[config.mk]
export PLATFORM = sky130hd
export DESIGN_NAME = pr_avmm_freeze_bridge
export DESIGN_NICKNAME = d
export VERILOG_FILES = /design/src/rtl/pr_avmm_freeze_bridge.sv
export SDC_FILE = /design/constraint.sdc
export NUM_CORES = 1
export LEC_CHECK = 0
export ABC_CLOCK_PERIOD_IN_PS = 5050
export CORE_ASPECT_RATIO = 0.9
export CORE_MARGIN = 10
export CORE_UTILIZATION = 27
export DETAILED_ROUTE_END_ITERATION = 7
export GPL_TIMING_DRIVEN = 1
export PLACE_DENSITY = 0.66
export SYNTH_ARGS = -nofsm -noshare
export SYNTH_HDL_FRONTEND = slang
export SYNTH_SLANG_ARGS = --single-unit
[constraint.sdc]
create_clock -name clk -period 5.05 [get_ports clk]
set_input_delay 1.01 -clock clk [delete_from_list [all_inputs] [get_ports clk]]
set_output_delay 1.01 -clock clk [all_outputs]
set_load 0.05 [all_outputs]
[src/rtl/pr_avmm_freeze_bridge.sv]
// Registered AVMM command stage between a PR region and the NoC port.
// Drains and isolates the region on freeze_req; recovers hung reads by timeout.
module pr_avmm_freeze_bridge #(
    parameter int ADDR_W          = 20,
    parameter int DATA_W          = 32,
    parameter int MAX_OUTSTANDING = 8,
    parameter int TIMEOUT_CYCLES  = 1024,
    parameter int CNT_W           = 8
) (
    input  logic              clk,
    input  logic              rst,
    input  logic              s_read,
    input  logic              s_write,
    input  logic [ADDR_W-1:0] s_address,
    input  logic [DATA_W-1:0] s_writedata,
    output logic              s_waitrequest,
    output logic [DATA_W-1:0] s_readdata,
    output logic              s_readdatavalid,
    output logic              m_read,
    output logic              m_write,
    output logic [ADDR_W-1:0] m_address,
    output logic [DATA_W-1:0] m_writedata,
    input  logic              m_waitrequest,
    input  logic [DATA_W-1:0] m_readdata,
    input  logic              m_readdatavalid,
    input  logic              freeze_req,
    output logic              freeze_ack,
    input  logic              err_clr,
    output logic [1:0]        err_status,
    output logic [CNT_W-1:0]  drop_cnt
);

    localparam int OW = $clog2(MAX_OUTSTANDING) + 1;
    localparam int TW = $clog2(TIMEOUT_CYCLES + 1);
    localparam logic [OW:0]   MAX_V    = (OW+1)'(MAX_OUTSTANDING);
    localparam logic [TW-1:0] TMO_LAST = TW'(TIMEOUT_CYCLES - 1);

    typedef enum logic [1:0] {RUN, DRAIN, FROZEN} state_t;

    state_t            state_q, state_d;
    logic              cmd_valid_q, cmd_valid_d;
    logic              is_read_q, is_read_d;
    logic [ADDR_W-1:0] addr_q, addr_d;
    logic [DATA_W-1:0] data_q, data_d;
    logic [OW-1:0]     outst_q, outst_d;
    logic [TW-1:0]     tmo_q, tmo_d;
    logic [DATA_W-1:0] rdata_q, rdata_d;
    logic              rvalid_q, rvalid_d;
    logic              ack_q, ack_d;
    logic [1:0]        err_q, err_d;
    logic [CNT_W-1:0]  drop_q, drop_d;

    logic        pend_rd;
    logic [OW:0] rd_sum;
    logic        rd_full;
    logic        stall;
    logic        load;
    logic        issue_rd;
    logic        fwd;
    logic        spur;
    logic        timeout;

    always_comb begin
        // A pending read counts as in flight so the limit holds even
        // when it issues in the same cycle a new read is accepted.
        pend_rd  = cmd_valid_q & is_read_q;
        rd_sum   = {1'b0, outst_q} + {{OW{1'b0}}, pend_rd};
        rd_full  = rd_sum >= MAX_V;
        stall    = (state_q != RUN) | (cmd_valid_q & m_waitrequest)
                 | (s_read & rd_full);
        load     = (s_read | s_write) & ~stall;
        issue_rd = m_read & ~m_waitrequest;
        fwd      = m_readdatavalid & (outst_q != '0);
        spur     = m_readdatavalid & (outst_q == '0);
        timeout  = (state_q == DRAIN) & (outst_q != '0)
                 & ~m_readdatavalid & (tmo_q == TMO_LAST);

        cmd_valid_d = cmd_valid_q;
        is_read_d   = is_read_q;
        addr_d      = addr_q;
        data_d      = data_q;
        if (load) begin
            cmd_valid_d = 1'b1;
            is_read_d   = s_read;
            addr_d      = s_address;
            data_d      = s_writedata;
        end else if (!m_waitrequest || timeout) begin
            cmd_valid_d = 1'b0;
        end

        outst_d = outst_q;
        if (timeout) begin
            outst_d = '0;
        end else if (issue_rd && !fwd) begin
            outst_d = outst_q + OW'(1);
        end else if (!issue_rd && fwd) begin
            outst_d = outst_q - OW'(1);
        end

        tmo_d = '0;
        if (state_q == DRAIN && outst_q != '0 && !m_readdatavalid && !timeout) begin
            tmo_d = tmo_q + TW'(1);
        end

        rvalid_d = fwd & (state_q != FROZEN);
        rdata_d  = fwd ? m_readdata : rdata_q;

        state_d = state_q;
        unique case (state_q)
            RUN:     if (freeze_req) state_d = DRAIN;
            DRAIN:   if (!cmd_valid_d && outst_d == '0) state_d = FROZEN;
            FROZEN:  if (!freeze_req) state_d = RUN;
            default: state_d = RUN;
        endcase

        ack_d = (state_q == FROZEN) & freeze_req;

        err_d = err_q | {spur, timeout};
        if (err_clr) err_d = '0;

        drop_d = drop_q;
        if (state_q == FROZEN && (s_read || s_write) && drop_q != '1) begin
            drop_d = drop_q + CNT_W'(1);
        end
        if (err_clr) drop_d = '0;
    end

    always_ff @(posedge clk or posedge rst) begin
        if (rst) begin
            state_q     <= RUN;
            cmd_valid_q <= 1'b0;
            is_read_q   <= 1'b0;
            addr_q      <= '0;
            data_q      <= '0;
            outst_q     <= '0;
            tmo_q       <= '0;
            rdata_q     <= '0;
            rvalid_q    <= 1'b0;
            ack_q       <= 1'b0;
            err_q       <= '0;
            drop_q      <= '0;
        end else begin
            state_q     <= state_d;
            cmd_valid_q <= cmd_valid_d;
            is_read_q   <= is_read_d;
            addr_q      <= addr_d;
            data_q      <= data_d;
            outst_q     <= outst_d;
            tmo_q       <= tmo_d;
            rdata_q     <= rdata_d;
            rvalid_q    <= rvalid_d;
            ack_q       <= ack_d;
            err_q       <= err_d;
            drop_q      <= drop_d;
        end
    end

    assign s_waitrequest   = rst | stall;
    assign s_readdata      = rdata_q;
    assign s_readdatavalid = rvalid_q;
    assign m_read          = cmd_valid_q & is_read_q & (state_q != FROZEN);
    assign m_write         = cmd_valid_q & ~is_read_q & (state_q != FROZEN);
    assign m_address       = addr_q;
    assign m_writedata     = data_q;
    assign freeze_ack      = ack_q;
    assign err_status      = err_q;
    assign drop_cnt        = drop_q;

endmodule
==> metrics <==
status complete, no violations; asr flop ratio synth 100%; period utilisation layout 77.0%; CP startpoint kind input pin; PwrDens between 600 and 700 nW/um^2; sequential area share after synthesis 61.3%; Sw Share 42.5%; vias in the first global route 3913; Mapped Nets about 440; Reg clk slew, reported paths 60 ps; H-tree depth 4; Synth Area per Inst roughly 14 um^2; die area 23100 um^2; Worst-Skew Late Latency 410 ps; Psw roughly 2.2 mW; Layout Nets 643; Clock Tree Root clkbuf_16; overall routed net length roughly 13000 um; Worst Tran Pin Value 1080 ps; Core Region 16900 um^2; Reg power frac about 28%; fillers 1524; Global Route Usage Sum 11.8%; Clock power frac about a quarter; initial core utilization 27.7%; Sequential Area 2880 um^2; Final ANT Viol Nets 0; number of failing hold endpoints at the final stage 0; crit-path max FO 4; crit path capture type output port; placed insts roughly 760; combinational fraction of design power 48.1%; Yosys top cell area share 61.3%; Finished Layout Cells around 800; hold_buf cts 0; Initial DRT Pass Iterations 5; Die Wd 159 um; synth top area cells dfrtp_1 61%, mux2_2 20%, nor2_1 2.6%; io pins 191; setup bufs post-CTS 0; Avg WL per Cell 16.6 um; most common cell in the netlist dfrtp_1; maximum VDD drop 444 uV; initial antenna violation count 0; total number of vias 3431; CP Data Required Time 4040 ps; area grow syn2layout 59.5%; CTS tree done; Inserted Clock Buffers 17; CTS Sinks 115; RSZ-0062 raised after global routing false; Antenna Cells 0; Leakage approximately 3.1 nW; largest net degree at the start of global routing 85; row cnt 45; crit path time final 3890 ps; Residual DRC 0; first-pass GRT wire length about 22000 um; Placement Cell Area 6880 um^2; worst setup margin approximately 1200 ps; Post-synth EDFFs 0; worst clock skew 7.80 ps; die height between 100 and 150 um; hold slack final 470 ps; worst hold path class flip-flop to flip-flop; Synth area leader dfrtp_1; fraction of layout cells with a size suffix above 1 about 22%; Pint 2.93 mW; HPWL after DPL 10000 um; Final Instance Area 7490 um^2; main flop type after synthesis dfrtp_1; Core Util, Final between 40% and 50%; IO buf count 190; initial DRC count 175; fmax 0.257 GHz; Ys Warns 0; post-synthesis cell count 343; Max-slew headroom 27.9%; max cap viols 0; Final setup violation count 0; library cells used by synthesis 38; drt via density 4.33; crit path DAT 2880 ps; post_cts resized 0; Overflow after GRT 0; Synth Register Bits 115; routability cong. 0.876; Pwr Total 5.09 mW; Post-Syn Area 4690 um^2; Clock Tree Buf Depth 2; Setup TNS 0 ps; synth cell count leaders 115 x dfrtp_1, 84 x mux2_2, 32 x nor2_1, 12 x nand2_1, 10 x xor2_1; multi-input logic area 1740 um^2; WS Path Type input pin to output port; pins over their slew limit 0; Setup WS pre-CTS 1160 ps
-- per-layer routing --
| layer | track usage (%) | part of all wire (%) |
|---|---|---|
| met1 | 12.6 | 39 |
| met2 | 19.3 | 49 |
| met3 | 6.64 | 11 |
| met4 | 3.89 | 0.80 |
| met5 | 0 | 0 |
-- power groups by stage --
stage                     clock network (mW)  logic (mW)  registers [mW]
after CTS                               1.24        2.49            1.44
after detailed placement                   0        2.48            1.45
after global placement                     0        2.45            1.42
after floorplan                            0       0.643            2.41
after global routing                    1.30        2.59            1.48
final                                   1.21        2.45            1.43
-- critical path, stage by stage --
cell,delay (ps)
clkdlybuf4s50_1,490
nand2_1,170
nand2_1,60
a21oi_1,330
nand2_1,100
clkdlybuf4s50_1,710
-- cells in the final DEF, fill, tap and decap left out, types with 4 or more instances in the layout --
cell type / instances
xor2_1: 10
clkbuf_16: 17
and3_1: 4
nor2_1: 32
nand2_1: 12
inv_1: 8
clkdlybuf4s50_1: 190
dfrtp_1: 115
and2_1: 5
clkinv_4: 4
clkinvlp_4: 4
nor3_1: 6
mux2_2: 84
ha_1: 6
xnor2_1: 7
nand3_1: 7
a21oi_1: 4
buf_4: 4
-- cells by family (layout without fill, tap and decap cells) --
logic type	after synthesis	in the layout	share of synthesized area (%)
simple gates	77	77	7.76
mux	86	86	20.6
fa+ha+maj	6	6	1.60
flops	115	115	61.3
compound gates	22	22	3.73
xor+xnor	17	17	3.17
buf+inv	20	235	1.81
-- registers in the layout, summed over array words and instances, names as in the netlist --
register,count
freeze_ack,1
is_read_q,1
s_readdatavalid,1
cmd_valid_q,1
m_address,20
tmo_q,11
s_readdata,32
m_writedata,32
state_q,2
err_status,2
drop_cnt,8
outst_q,4
-- worst paths after layout --
check | end | slack, ps | cells after the start | from
worst max-delay path | s_waitrequest | 1160 | 6 | m_waitrequest
worst min-delay path | tmo_q[0] | 470 | 1 | tmo_q[0]
worst max register to register | m_writedata[17] | 2320 | 10 | is_read_q
worst min register to register | tmo_q[0] | 470 | 1 | tmo_q[0]
max in group asynchronous | s_readdata[22] | 2510 | 4 | rst
min in group asynchronous | tmo_q[2] | 1100 | 3 | rst
-- area by class of cell --
cell class | instances | share of cell area (%)
clock buffer | 19 | 6.05
clock inverter | 13 | 2.02
inverter | 9 | 0.501
multi-input combinational | 208 | 23.2
sequential | 115 | 38.4
tap | 235 | 3.93
timing repair buffer | 194 | 25.8
(Power assumes the default switching activity.)
